### config.mk
export PLATFORM = sky130hd
export DESIGN_NAME = common_if_rr_arbiter_flat
export DESIGN_NICKNAME = d
export VERILOG_FILES = /design/src/rtl/common_if_pkg.sv /design/src/rtl/common_if_rr_arbiter_if.sv /design/src/rtl/rr_select.sv /design/src/rtl/common_if_rr_arbiter.sv /design/src/flat_wrapper.sv
export SDC_FILE = /design/constraint.sdc
export NUM_CORES = 1
export LEC_CHECK = 0
export ABC_AREA = 1
export BUFFER_PORTS_ARGS = -buffer_cell sky130_fd_sc_hd__buf_2
export CORE_AREA = 2 2 226 228
export DETAILED_ROUTE_END_ITERATION = 7
export DIE_AREA = 0 0 228 230
export HOLD_SLACK_MARGIN = 0.02
export PLACE_DENSITY = 0.38
export SKIP_CTS_REPAIR_TIMING = 1
export SYNTH_ARGS = -nofsm -noshare
export SYNTH_HDL_FRONTEND = slang
export SYNTH_SLANG_ARGS = --single-unit
### constraint.sdc
create_clock -name clock -period 6.86 [get_ports clock]
set_input_delay 2.058 -clock clock [delete_from_list [all_inputs] [get_ports clock]]
set_output_delay 2.058 -clock clock [all_outputs]
set_load 0.02 [all_outputs]
### src/rtl/common_if_pkg.sv
// Shared types and constants for the round-robin common-interface arbiter.
package common_if_pkg;

  typedef enum logic [1:0] {
    IDLE = 2'd0,
    CMD  = 2'd1,
    XFER = 2'd2
  } arb_state_e;

  localparam int STATUS_W = 5;
  localparam logic [STATUS_W-1:0] STATUS_TMO = 5'h1F;

  // Width of an index into n entries (at least one bit).
  function automatic int idx_w(input int n);
    return (n > 1) ? $clog2(n) : 1;
  endfunction

endpackage

### src/rtl/common_if_rr_arbiter_if.sv
// Common-interface bundle: command, write and read channels for N lanes.
// A master issues commands and write data; a slave accepts them and
// returns read data, status and finish.
interface common_if_rr_arbiter_if #(
  parameter int N     = 4,
  parameter int CSIZE = 4,
  parameter int LSIZE = 24,
  parameter int DSIZE = 32,
  parameter int ASIZE = 10
);
  import common_if_pkg::*;

  logic [N-1:0]          cmd_vld;
  logic [N*CSIZE-1:0]    cmd;
  logic [N*ASIZE-1:0]    addr;
  logic [N*LSIZE-1:0]    burst_len;
  logic [N-1:0]          cmd_ready;
  logic [N-1:0]          finish;
  logic [N*STATUS_W-1:0] status;
  logic [N-1:0]          wr_vld;
  logic [N-1:0]          wr_last;
  logic [N*DSIZE-1:0]    wr_data;
  logic [N-1:0]          wr_ready;
  logic [N-1:0]          rd_ready;
  logic [N-1:0]          rd_vld;
  logic [N-1:0]          rd_last;
  logic [N*DSIZE-1:0]    rd_data;

  modport master (
    output cmd_vld, cmd, addr, burst_len, wr_vld, wr_last, wr_data, rd_ready,
    input  cmd_ready, finish, status, wr_ready, rd_vld, rd_last, rd_data
  );

  modport slave (
    input  cmd_vld, cmd, addr, burst_len, wr_vld, wr_last, wr_data, rd_ready,
    output cmd_ready, finish, status, wr_ready, rd_vld, rd_last, rd_data
  );

endinterface

### src/rtl/rr_select.sv
// Round-robin pick: first set request at or after ptr_i, wrapping modulo N.
module rr_select
  import common_if_pkg::*;
#(
  parameter int N  = 4,
  parameter int IW = idx_w(N)
) (
  input  logic [N-1:0]  req_i,
  input  logic [IW-1:0] ptr_i,
  output logic          vld_o,
  output logic [IW-1:0] idx_o
);

  logic [IW:0]   sum;
  logic [IW-1:0] cand;

  // Walk candidates from the highest rotated position down so the lowest
  // rotated offset (closest to the pointer) wins.
  always_comb begin
    sum   = '0;
    cand  = '0;
    idx_o = '0;
    vld_o = |req_i;
    for (int i = N - 1; i >= 0; i--) begin
      sum = {1'b0, ptr_i} + (IW + 1)'(i);
      if (sum >= (IW + 1)'(N)) sum = sum - (IW + 1)'(N);
      cand = sum[IW-1:0];
      if (req_i[cand]) idx_o = cand;
    end
  end

endmodule

### src/rtl/common_if_rr_arbiter.sv
// N-channel round-robin arbiter onto one common-interface slave port.
// A grant is held from command acceptance to finish; a watchdog aborts
// transfers the slave never finishes.
module common_if_rr_arbiter
  import common_if_pkg::*;
#(
  parameter int NCH   = 4,
  parameter int CSIZE = 4,
  parameter int LSIZE = 24,
  parameter int DSIZE = 32,
  parameter int ASIZE = 10,
  parameter int TMO   = 65535
) (
  input  logic                    clock,
  input  logic                    rst_n,
  input  logic                    clk_en,
  common_if_rr_arbiter_if.slave   s,
  common_if_rr_arbiter_if.master  m,
  output logic [$clog2(NCH)-1:0]  grant_id,
  output logic                    busy,
  output logic                    tmo_err
);

  localparam int IW = idx_w(NCH);
  localparam int WW = (TMO > 1) ? $clog2(TMO + 1) : 1;

  arb_state_e    state_q, state_d;
  logic [IW-1:0] gnt_q, gnt_d, ptr_q, ptr_d, sel_idx, gnt_nxt;
  logic [WW-1:0] wdog_q, wdog_d, wdog_inc;
  logic          tmo_q, tmo_d;
  logic          sel_vld, in_cmd, in_xfer, cmd_hs, fin_pass, wdog_hit;

  logic [CSIZE-1:0] cmd_a  [NCH];
  logic [ASIZE-1:0] addr_a [NCH];
  logic [LSIZE-1:0] len_a  [NCH];
  logic [DSIZE-1:0] wdat_a [NCH];

  rr_select #(.N(NCH), .IW(IW)) u_sel (
    .req_i (s.cmd_vld),
    .ptr_i (ptr_q),
    .vld_o (sel_vld),
    .idx_o (sel_idx)
  );

  assign in_cmd   = (state_q == CMD);
  assign in_xfer  = (state_q == XFER);
  assign cmd_hs   = in_cmd & s.cmd_vld[gnt_q] & m.cmd_ready;
  // Finish is honoured in XFER, or when it coincides with the command handshake.
  assign fin_pass = in_xfer | cmd_hs;
  assign gnt_nxt  = (gnt_q == IW'(NCH - 1)) ? '0 : gnt_q + 1'b1;
  assign wdog_inc = (&wdog_q) ? wdog_q : wdog_q + 1'b1;
  assign wdog_hit = (TMO != 0) && (wdog_inc == WW'(TMO));

  // Next-state, grant, pointer and watchdog decisions.
  always_comb begin
    state_d = state_q;
    gnt_d   = gnt_q;
    ptr_d   = ptr_q;
    wdog_d  = wdog_q;
    tmo_d   = 1'b0;
    case (state_q)
      IDLE: begin
        if (sel_vld) begin
          gnt_d   = sel_idx;
          state_d = CMD;
          wdog_d  = '0;
        end
      end
      CMD: begin
        wdog_d = wdog_inc;
        if (!s.cmd_vld[gnt_q]) begin
          state_d = IDLE;
        end else if (m.cmd_ready) begin
          if (m.finish) begin
            state_d = IDLE;
            ptr_d   = gnt_nxt;
          end else begin
            state_d = XFER;
          end
        end
      end
      XFER: begin
        wdog_d = wdog_inc;
        if (m.finish) begin
          state_d = IDLE;
          ptr_d   = gnt_nxt;
        end
      end
      default: state_d = IDLE;
    endcase
    // Watchdog abort only applies to a transaction that would otherwise continue.
    if (state_q != IDLE && state_d != IDLE && wdog_hit) begin
      state_d = IDLE;
      ptr_d   = gnt_nxt;
      tmo_d   = 1'b1;
    end
  end

  // State registers, updated only on enabled cycles.
  always_ff @(posedge clock or negedge rst_n) begin
    if (!rst_n) begin
      state_q <= IDLE;
      gnt_q   <= '0;
      ptr_q   <= '0;
      wdog_q  <= '0;
      tmo_q   <= 1'b0;
    end else if (clk_en) begin
      state_q <= state_d;
      gnt_q   <= gnt_d;
      ptr_q   <= ptr_d;
      wdog_q  <= wdog_d;
      tmo_q   <= tmo_d;
    end
  end

  assign grant_id = gnt_q;
  assign busy     = (state_q != IDLE);
  assign tmo_err  = tmo_q;

  // Downstream side: granted channel's fields, valids gated by state.
  assign m.cmd_vld   = in_cmd & s.cmd_vld[gnt_q];
  assign m.cmd       = cmd_a[gnt_q];
  assign m.addr      = addr_a[gnt_q];
  assign m.burst_len = len_a[gnt_q];
  assign m.wr_vld    = in_xfer & s.wr_vld[gnt_q];
  assign m.wr_last   = in_xfer & s.wr_last[gnt_q];
  assign m.wr_data   = wdat_a[gnt_q];
  assign m.rd_ready  = in_xfer & s.rd_ready[gnt_q];

  for (genvar i = 0; i < NCH; i++) begin : g_ch
    logic own;
    assign own       = (gnt_q == IW'(i));
    assign cmd_a[i]  = s.cmd[i*CSIZE +: CSIZE];
    assign addr_a[i] = s.addr[i*ASIZE +: ASIZE];
    assign len_a[i]  = s.burst_len[i*LSIZE +: LSIZE];
    assign wdat_a[i] = s.wr_data[i*DSIZE +: DSIZE];

    assign s.cmd_ready[i] = own & in_cmd & m.cmd_ready;
    assign s.wr_ready[i]  = own & in_xfer & m.wr_ready;
    assign s.rd_vld[i]    = own & in_xfer & m.rd_vld;
    assign s.rd_last[i]   = own & in_xfer & m.rd_last;
    assign s.rd_data[i*DSIZE +: DSIZE] = (own & in_xfer) ? m.rd_data : '0;
    assign s.finish[i]    = own & ((fin_pass & m.finish) | tmo_q);
    assign s.status[i*STATUS_W +: STATUS_W] =
      !own     ? '0 :
      tmo_q    ? STATUS_TMO :
      fin_pass ? m.status : '0;
  end

endmodule

### src/flat_wrapper.sv
// flat-port wrapper written by rule: the top's interface ports become plain ports
module common_if_rr_arbiter_flat import common_if_pkg::*;
#(
  parameter int NCH   = 4,
  parameter int CSIZE = 4,
  parameter int LSIZE = 24,
  parameter int DSIZE = 32,
  parameter int ASIZE = 10,
  parameter int TMO   = 65535
)
  (clock, rst_n, clk_en, grant_id, busy, tmo_err, s_cmd_vld, s_cmd, s_addr, s_burst_len, s_wr_vld, s_wr_last, s_wr_data, s_rd_ready, s_cmd_ready, s_finish, s_status, s_wr_ready, s_rd_vld, s_rd_last, s_rd_data, m_cmd_vld, m_cmd, m_addr, m_burst_len, m_wr_vld, m_wr_last, m_wr_data, m_rd_ready, m_cmd_ready, m_finish, m_status, m_wr_ready, m_rd_vld, m_rd_last, m_rd_data);
  common_if_rr_arbiter_if #(.N(NCH), .CSIZE(CSIZE), .LSIZE(LSIZE), .DSIZE(DSIZE), .ASIZE(ASIZE)) s_i ();
  common_if_rr_arbiter_if #(.N(1), .CSIZE(CSIZE), .LSIZE(LSIZE), .DSIZE(DSIZE), .ASIZE(ASIZE)) m_i ();
  input  logic clock;
  input  logic rst_n;
  input  logic clk_en;
  output logic [$clog2(NCH)-1:0] grant_id;
  output logic busy;
  output logic tmo_err;
  input wire logic [$bits(s_i.cmd_vld)-1:0] s_cmd_vld;
  input wire logic [$bits(s_i.cmd)-1:0] s_cmd;
  input wire logic [$bits(s_i.addr)-1:0] s_addr;
  input wire logic [$bits(s_i.burst_len)-1:0] s_burst_len;
  input wire logic [$bits(s_i.wr_vld)-1:0] s_wr_vld;
  input wire logic [$bits(s_i.wr_last)-1:0] s_wr_last;
  input wire logic [$bits(s_i.wr_data)-1:0] s_wr_data;
  input wire logic [$bits(s_i.rd_ready)-1:0] s_rd_ready;
  output wire logic [$bits(s_i.cmd_ready)-1:0] s_cmd_ready;
  output wire logic [$bits(s_i.finish)-1:0] s_finish;
  output wire logic [$bits(s_i.status)-1:0] s_status;
  output wire logic [$bits(s_i.wr_ready)-1:0] s_wr_ready;
  output wire logic [$bits(s_i.rd_vld)-1:0] s_rd_vld;
  output wire logic [$bits(s_i.rd_last)-1:0] s_rd_last;
  output wire logic [$bits(s_i.rd_data)-1:0] s_rd_data;
  output wire logic [$bits(m_i.cmd_vld)-1:0] m_cmd_vld;
  output wire logic [$bits(m_i.cmd)-1:0] m_cmd;
  output wire logic [$bits(m_i.addr)-1:0] m_addr;
  output wire logic [$bits(m_i.burst_len)-1:0] m_burst_len;
  output wire logic [$bits(m_i.wr_vld)-1:0] m_wr_vld;
  output wire logic [$bits(m_i.wr_last)-1:0] m_wr_last;
  output wire logic [$bits(m_i.wr_data)-1:0] m_wr_data;
  output wire logic [$bits(m_i.rd_ready)-1:0] m_rd_ready;
  input wire logic [$bits(m_i.cmd_ready)-1:0] m_cmd_ready;
  input wire logic [$bits(m_i.finish)-1:0] m_finish;
  input wire logic [$bits(m_i.status)-1:0] m_status;
  input wire logic [$bits(m_i.wr_ready)-1:0] m_wr_ready;
  input wire logic [$bits(m_i.rd_vld)-1:0] m_rd_vld;
  input wire logic [$bits(m_i.rd_last)-1:0] m_rd_last;
  input wire logic [$bits(m_i.rd_data)-1:0] m_rd_data;
  assign s_i.cmd_vld = s_cmd_vld;
  assign s_i.cmd = s_cmd;
  assign s_i.addr = s_addr;
  assign s_i.burst_len = s_burst_len;
  assign s_i.wr_vld = s_wr_vld;
  assign s_i.wr_last = s_wr_last;
  assign s_i.wr_data = s_wr_data;
  assign s_i.rd_ready = s_rd_ready;
  assign s_cmd_ready = s_i.cmd_ready;
  assign s_finish = s_i.finish;
  assign s_status = s_i.status;
  assign s_wr_ready = s_i.wr_ready;
  assign s_rd_vld = s_i.rd_vld;
  assign s_rd_last = s_i.rd_last;
  assign s_rd_data = s_i.rd_data;
  assign m_cmd_vld = m_i.cmd_vld;
  assign m_cmd = m_i.cmd;
  assign m_addr = m_i.addr;
  assign m_burst_len = m_i.burst_len;
  assign m_wr_vld = m_i.wr_vld;
  assign m_wr_last = m_i.wr_last;
  assign m_wr_data = m_i.wr_data;
  assign m_rd_ready = m_i.rd_ready;
  assign m_i.cmd_ready = m_cmd_ready;
  assign m_i.finish = m_finish;
  assign m_i.status = m_status;
  assign m_i.wr_ready = m_wr_ready;
  assign m_i.rd_vld = m_rd_vld;
  assign m_i.rd_last = m_rd_last;
  assign m_i.rd_data = m_rd_data;
  common_if_rr_arbiter #(.NCH(NCH), .CSIZE(CSIZE), .LSIZE(LSIZE), .DSIZE(DSIZE), .ASIZE(ASIZE), .TMO(TMO)) u_core (.clock(clock), .rst_n(rst_n), .clk_en(clk_en), .s(s_i), .m(m_i), .grant_id(grant_id), .busy(busy), .tmo_err(tmo_err));
endmodule
After elaboration in Yosys (flattened, before gate mapping)
Index checks and enable logic that the tools add are counted.
{"block": "totals", "in_bits": 341, "regBits": 23, "output_inout_bits": 246}
{"block": "classes", "mux": 63, "bitwise": 37, "n_eq_ne": 9, "reduce_logical": 14, "addsub": 9, "order_cmp": 10}
{"operator": "$mux 32", "count": 6}
{"operator": "$bmux 32 s2", "count": 1}
{"operator": "$bmux 24 s2", "count": 1}
{"operator": "$mux 24", "count": 2}
{"operator": "$mux 2", "count": 19}
{"operator": "$and 1x1->1", "count": 34}
{"operator": "$mux 16", "count": 2}
{"operator": "$pmux 16 s2", "count": 1}
{"operator": "$mux 5", "count": 6}
{"operator": "$bmux 10 s2", "count": 1}
{"operator": "$mux 10", "count": 2}
{"operator": "$add 16x1->16 const B", "count": 1}
{"operator": "$bmux 1 s2", "count": 8}
{"operator": "$eq 16x16->1 const B", "count": 1}
{"operator": "$reduce_and 16->1", "count": 1}
{"operator": "$lt 2x3->1 const B", "count": 5}
{"operator": "$ge 3x3->1 const B", "count": 4}
{"operator": "$mux 1", "count": 9}
{"operator": "$bmux 4 s2", "count": 1}
{"operator": "$mux 4", "count": 2}
{"operator": "$sub 2x1->2 const B", "count": 4}
{"operator": "$add 2x2->3 const B", "count": 2}
{"operator": "$eq 2x2->1 const B", "count": 3}
{"operator": "$ne 3x3->1 const B", "count": 2}
{"operator": "other kinds (17)", "count": 24}

Logic depth before layout (Yosys ltp)
Gate-level depths: netlist of run 1.
{"block": "logic_depth", "word_depth": 9, "depth_mapped": 15}

Modules after synthesis
A second synthesis of run 1 with hierarchy kept.
{"block": "hier_totals", "hier_cells": 950, "hier_area_um2": 4738.3}
{"module": "common_if_rr_arbiter", "seq_area_each_um2": 575.6, "area_per_inst_um2": 4549.4, "n_inst": 1, "cells_each": 904}
{"module": "rr_select", "seq_area_each_um2": 0.0, "area_per_inst_um2": 188.9, "n_inst": 1, "cells_each": 46}

Least setup slack after synthesis of run 1
Ideal clock, no wire load.
{"block": "synth_timing", "path_kind": "input to output", "startpoint": "input port s_cmd_vld[1]", "endpoint": "output port s_finish[0]", "stages": 7, "arrival_time_ns": 3.184, "path_buffers": 0, "setup_slack_ns": 1.618, "t_required_ns": 4.802, "path_cell_list": "nand2_1 > nand3_1 > and3_1 > nand2_1 > nand2_1 > a21oi_1 > nor2_1"}
{"block": "synth_between", "elab_chain_len": 8}
{"item": "start, declared", "line_no": "flat_wrapper.sv:20", "rtl": "input wire logic [$bits(s_i.cmd_vld)-1:0] s_cmd_vld;"}
{"item": "$bmux 1 s2"}
{"item": "$mux 1"}
{"item": "$and 1x1->1"}
{"item": "net m_cmd_vld", "line_no": "flat_wrapper.sv:35", "rtl": "output wire logic [$bits(m_i.cmd_vld)-1:0] m_cmd_vld;"}
{"item": "$and 1x1->1", "line_no": "common_if_rr_arbiter.sv:47", "rtl": "assign cmd_hs = in_cmd & s.cmd_vld[gnt_q] & m.cmd_ready;"}
{"item": "$or 1x1->1", "line_no": "common_if_rr_arbiter.sv:49", "rtl": "assign fin_pass = in_xfer | cmd_hs;"}
{"item": "$and 1x1->1", "line_no": "common_if_rr_arbiter.sv:143", "rtl": "assign s.finish[i] = own & ((fin_pass & m.finish) | tmo_q);"}
{"item": "$or 1x1->1", "line_no": "common_if_rr_arbiter.sv:143"}
{"item": "$and 1x1->1", "line_no": "common_if_rr_arbiter.sv:143"}
{"item": "end, declared", "line_no": "flat_wrapper.sv:29", "rtl": "output wire logic [$bits(s_i.finish)-1:0] s_finish;"}
The timed path passes the listed nets, and every way through them passes these cells. The select of a mux whose other input is x is not followed.

Final worst setup path of run 1
{"block": "layout_timing", "startpoint": "input port s_cmd_vld[1]", "endpoint": "output port s_status[12]"}
{"block": "layout_between", "elab_chain_len": 8}
{"item": "$bmux 1 s2", "line_no": "common_if_rr_arbiter.sv:47"}
{"item": "$mux 1 (not written as such)", "line_no": "common_if_rr_arbiter.sv:47"}
{"item": "$and 1x1->1 (2 in series)", "line_no": "common_if_rr_arbiter.sv:47"}
{"item": "$or 1x1->1", "line_no": "common_if_rr_arbiter.sv:49"}
{"item": "$mux 5", "line_no": "common_if_rr_arbiter.sv:147", "rtl": "fin_pass ? m.status : '0;"}
{"item": "$mux 5", "line_no": "common_if_rr_arbiter.sv:146", "rtl": "tmo_q ? STATUS_TMO :"}
{"item": "$mux 5", "line_no": "common_if_rr_arbiter.sv:145", "rtl": "!own ? '0 :"}
{"item": "end, declared", "line_no": "flat_wrapper.sv:30", "rtl": "output wire logic [$bits(s_i.status)-1:0] s_status;"}
Every way passes these cells. The select of a mux whose other input is x is not followed.

==> results of run 1 <==
power by group:
group,internal (mW),switching (mW)
combinational,0.562,1.35
clock,0.0793,0.0482
sequential,0.157,0.0575
cell type report:
type / count / area, sq um / area share (%)
Multi-Input combinational cell: 768 / 3570 / 42.4
Timing Repair Buffer: 596 / 3020 / 35.9
Tap cell: 672 / 841 / 9.98
Sequential cell: 23 / 581 / 6.89
Inverter: 84 / 320 / 3.80
Clock buffer: 4 / 78.8 / 0.936
Antenna cell: 3 / 7.51 / 0.0891
flip-flops by register name (all words and copies together) (netlist names):
signal and flops:
u_core.tmo_err 1, u_core.grant_id 2, u_core.ptr_q 2, u_core.state_q 2
u_core.wdog_q 16
worst min-delay path by stage:
| stage | startpoint | endpoint | slack, ns | cells past startpoint |
|---|---|---|---|---|
| global placement | u_core.state_q[0] | u_core.state_q[0] | 0.54 | 2 |
| CTS | u_core.state_q[0] | u_core.state_q[0] | 0.56 | 2 |
| global route | u_core.state_q[0] | u_core.state_q[0] | 0.62 | 2 |
| finish | u_core.state_q[0] | u_core.state_q[0] | 0.56 | 2 |
| floorplan | u_core.state_q[0] | u_core.state_q[0] | 0.50 | 2 |
| detailed placement | u_core.state_q[0] | u_core.state_q[0] | 0.54 | 2 |
kinds of logic after synthesis:
family / synth area share [%]
xor+xnor: 2.23
simple gates: 41.2
flops: 12.2
compound gates: 30.0
buf+inv: 11.9
fa+ha+maj: 2.39
cell usage after synthesis (all sizes together):
| library cell | instances | area, sq um |
|---|---|---|
| inv | 84 | 318 |
| dfrtp | 23 | 576 |
| ha | 9 | 113 |
| o21ai | 171 | 856 |
| o21bai | 1 | 7.51 |
| clkbuf | 62 | 233 |
| o32ai | 1 | 8.76 |
| o22ai | 74 | 463 |
| nand4 | 5 | 31.3 |
| a31oi | 1 | 6.26 |
| buf | 3 | 11.3 |
| nor2 | 355 | 1370 |
| and3 | 1 | 6.26 |
| o211ai | 1 | 7.51 |
| xnor2 | 1 | 8.76 |
| nand2 | 91 | 359 |
| nand3 | 29 | 155 |
| nor3 | 3 | 15.0 |
| a21oi | 13 | 65.1 |
| or2 | 1 | 6.26 |
| xor2 | 11 | 96.3 |
critical path: cells and delay by family:
kind / cells / cell delay, ns
simple gates: 6 / 0.95
compound gates: 1 / 0.51
buf+inv: 2 / 0.28
stage by stage:
stage / setup slack (ns) / cells / hold WS (ns) / total power, mW
2_1_floorplan: 1.62 / 940 / 0.504 / 1.38
3_3_place_gp: 1.06 / 2143 / 0.540 / 2.15
3_5_place_dp: 1.02 / 2143 / 0.543 / 2.16
4_1_cts: 1.02 / 2147 / 0.561 / 2.29
5_1_grt: 0.876 / 2150 / 0.617 / 2.44
6_report: 0.984 / 2150 / 0.557 / 2.26
per-layer routing:
layer / share of wire [%] / vias to the layer above / GRT usage, %
li1: - / 4149 / -
met3: 5.9 / 32 / 1.96
met2: 52 / 315 / 23.4
met5: 0 / - / 0
met4: 1.4 / 0 / 2.29
met1: 41 / 4002 / 15.6
==> impl_metrics.toml, run 1 <==
[clock_network]
clock_sinks = 23
clk_latency_ns = 0.26
cts_root_buf = "clkbuf_16"
cts_buffers = 3
cts_max_level = 1
clk_pin_slew_worst_paths_ns = 0.06
clockBufferDepth = 2
cts_tree = "yes"

[logic_synthesis]
ys_ff_latch = 23
ys_types = 29
syn_avg_cell_area_sq_um = 5.01
synth_nets = 1290
synth_area_sq_mm = 0.00471
synth_seq_area_share_pct = 12.2
yosys_warnings = 0
synthCells = 940

[finish]
layout-drive-gt1-share_pct = 41.9
final_common_cell = "buf_2"
most-common-layout-cells = "buf_2, nor2_1, o21ai_0"
nFillCells = 5946
stdcell_area_sq_mm = 0.00842
final_util_pct = 16.9
syn_to_final_growth_pct = 78.8
finalNetCount = 1826

[sta]
report.final.setup_viol = 0
period_share_pct = 85.7
timing.slew.headroom_pct = 41.4
fin_skew_ns = 0.00597
rsz0062_at_grt = "false"
slew_violations = 0
min_period_ns = 5.88
tns_ns = 0
max_freq_mhz = 170
finalHoldViolations = 0
worstMarginPinSlew_ns = 0.879

[floorplan]
die_h_um = 230
pin_count = 587
dieArea_sq_mm = 0.0524
core_area_sq_mm = 0.0499
fp.dieW_um = 228
initial_utilization_pct = 9.45
rows = 82

[critical_path]
reg2reg_depth = 8
critPathLaunch = "s_cmd_vld[1]"
r2r_start = "u_core.grant_id[1]"
worstSetupStartpointType = "primary input"
reg2reg_slack_ns = 4.20
critPathArrivalTime_ns = 3.82
cpPeakStageDelay_ns = 0.51
path_cells = "buf_2 -> nand2_1 -> nand3_1 -> and3_1 -> nand2_1 -> nand2_1 -> a21oi_1 -> nor2_1 -> buf_2"
crit_required_ns = 4.80
r2r_end = "u_core.ptr_q[0]"
cp-end-kind = "output port"
cp_max_fo = 7
cp-endpoint = "s_status[12]"
critPathKind = "primary input to output port"
crit_slowest_cell = "a21oi_1"
critical_path.most_common_cell = "nand2_1"

[detailed_routing]
wl_per_cell_um = 16.8
ant_nets = 0
first_iter_violations = 435
firstDrtPassIters = 5
drc = 0
vias = 8498
avgViaCountPerCell = 3.95
wl_um = 36000

[global_route]
overflow = 0
grt_util_all_layers_pct = 12.7
antenna_found_initial = 7
grt_pass1_vias = 8076
grt_max_degree = 126
grt_pass1_wl_um = 51700

[placement]
dp_hpwl_um = 30100
port_buffers = 586
gp_congestion = 1.04
dpl_cell_area_sq_mm = 0.00834

[job]
maxCapViolCount = 0

[power]
peakVddDrop_mv = 0.173
p_leak_nw = 4.80
p_per_area_mw_per_mm2 = 268

[run_status]
status = "complete, no violations"

[hold_path]
hold_path_class = "register to register"
Power figures use the tool's default switching activity.
==> run 2: changes to the inputs <==
==> constraint.sdc (replaced) <==
create_clock -name clock -period 6.86 [get_ports clock]
set_input_delay 2.058 -clock clock [delete_from_list [all_inputs] [get_ports clock]]
set_output_delay 2.058 -clock clock [all_outputs]
set_load 0.05 [all_outputs]
==> run 2 against run 1 <==
Net effect: global-route usage barely moved; die area unchanged; utilization about the same; largest cell class unchanged; worst setup slack worse by 0.14 ns; clock-buffer cell count down 1; clock power about the same; first-iteration DRC count fell by 12%; critical path type unchanged; sequential power increased by 7%; non-clock buffer count increased by 1; flip-flop and latch count stayed put.
==> impl_metrics.toml, run 2 (synthesis gave the netlist of run 1 again) <==
[run_status]
status = "complete, no violations"

[detailed_routing]
avgViaCountPerCell = 3.89
firstDrtPassIters = 5
wl_per_cell_um = 16.7
first_iter_violations = 384
drc = 0
vias = 8364
wl_um = 36000
ant_nets = 0

[job]
maxCapViolCount = 0

[placement]
dp_cells = 2144
dp_hpwl_um = 30100
port_buffers = 586
gp_congestion = 1.01

[hold_path]
hold_path_class = "register to register"
holdCritStartpoint = "u_core.state_q[0]"

[finish]
most-common-layout-cells = "buf_2, nor2_1, o21ai_0"
layout-drive-gt1-share_pct = 42.0
finalNetCount = 1827
final_common_cell = "buf_2"
syn_to_final_growth_pct = 79.0
instances_no_fill = 2152
top_register = "u_core.wdog_q"
nFillCells = 5940
largest_reg_flops = 16

[power]
p_leak_nw = 4.80
power.internal_uw = 802
clkPwrFrac_pct = 4.5
seq_power_share_pct = 7.9
sw_frac_of_total_pct = 72.4
switchingPower_mw = 2.10
peakVddDrop_mv = 0.0970
p_per_area_mw_per_mm2 = 344
power_frac_comb_pct = 87.6

[critical_path]
cp_num_buf_inv = 2
critPathKind = "primary input to output port"
worstSetupStartpointType = "primary input"
critPathArrivalTime_ns = 3.96
path_delay_family = "simple AND/OR/NAND/NOR gates"
r2r_start = "u_core.grant_id[1]"
cpPeakStageDelay_ns = 0.41
critPathLaunch = "s_cmd_vld[3]"
cp-end-kind = "output port"
crit_required_ns = 4.80
crit_slowest_cell = "nand2_1"
critical_path.most_common_cell = "nand2_1"
path_cells = "buf_2 -> nand2_1 -> nand3_1 -> and3_1 -> nand2_1 -> nand2_1 -> a21oi_1 -> nor2_1 -> buf_2"
cp_max_fo = 7

[global_route]
grt_use_met3_pct = 2.05
grt_pass1_vias = 7912
grt_max_degree = 124
overflow = 0
antenna_found_initial = 6
grt-busiest-layer = "met2"
grt_pass1_wl_um = 51200
grt_util_all_layers_pct = 12.7
use_met1_pct = 15.3
use_met2_pct = 23.4

[sta]
fin_skew_ns = 0.00439
timing.slew.headroom_pct = 31.5
min_period_ns = 6.02
report.final.setup_viol = 0
worstMarginPinSlew_ns = 1.03
tns_ns = 0
period_share_pct = 87.7
rsz0062_at_grt = "false"
slew_violations = 0
max_freq_mhz = 166
finalHoldViolations = 0

[clock_network]
cts_root_buf = "clkbuf_16"
clk_latency_ns = 0.26
cts_buffers = 3
cts_max_level = 1
clock_sinks = 23
cts_tree = "yes"
clockBufferDepth = 2
clk_pin_slew_worst_paths_ns = 0.06

[floorplan]
core_area_sq_mm = 0.0499
pin_count = 587
fp.dieW_um = 228
die_h_um = 230
initial_utilization_pct = 9.45
dieArea_sq_mm = 0.0524
rows = 82
[run 2: cell count changes in the layout (fill, tap and decap cells not counted), sizes merged]
cell	change
buf	+1
clkbuf	-1
clkinv	+1
diode	+1
[run 2: power by group through the flow]
stage	sequential, mW	combinational [mW]	clock [mW]
global route	0.239	2.73	0.142
floorplan	0.195	1.83	0
detailed placement	0.237	2.57	0
global placement	0.237	2.58	0
CTS	0.234	2.58	0.134
finish	0.229	2.55	0.130
[run 2: stage by stage]
step / setup slack (ns) / util [%] / cell area (sq um) / hold WS [ns] / power (mW)
floorplan: 0.975 / - / 4710 / 0.504 / 2.02
global placement: 0.941 / 16.7 / 8340 / 0.547 / 2.81
detailed placement: 0.892 / 16.7 / 8340 / 0.548 / 2.81
CTS: 0.879 / 16.9 / 8420 / 0.566 / 2.95
global route: 0.760 / 16.9 / 8430 / 0.617 / 3.11
finish: 0.841 / 16.9 / 8430 / 0.560 / 2.90
[run 2: worst paths after layout]
kind | slack [ns] | cells past startpoint | to
hold / removal | 0.56 | 2 | u_core.state_q[0]
min in group asynchronous | 1.79 | 1 | u_core.wdog_q[12]
hold reg to reg | 0.56 | 2 | u_core.state_q[0]
setup / recovery | 0.84 | 9 | s_finish[0]
max in group asynchronous | 4.64 | 1 | u_core.grant_id[0]
setup reg to reg | 4.15 | 9 | u_core.ptr_q[1]
[run 2: tightest hold or removal path: stages (launching register included)]
cell and delay (ns):
dfrtp_1 0.40, nand2_1 0.07, nand2_1 0.06
[run 2: routing by layer]
| layer | wire [um] | up-vias |
|---|---|---|
| li1 | - | 4148 |
| met4 | 752 | 2 |
| met1 | 14700 | 3900 |
| met2 | 18700 | 279 |
| met3 | 1860 | 35 |
| met5 | 13 | - |
[run 2: area by class of cell]
type                    instances  area (sq um)  area share [%]
multi-input cells             768          3570            42.4
clock buffers                   3          75.1           0.890
well taps                     672           841            9.97
flip-flops and latches         23           581            6.88
diodes                          4          10.0           0.119
clock inverters                 1          5.00          0.0593
repair buffers                597          3030            35.9
inverters                      84           320            3.80
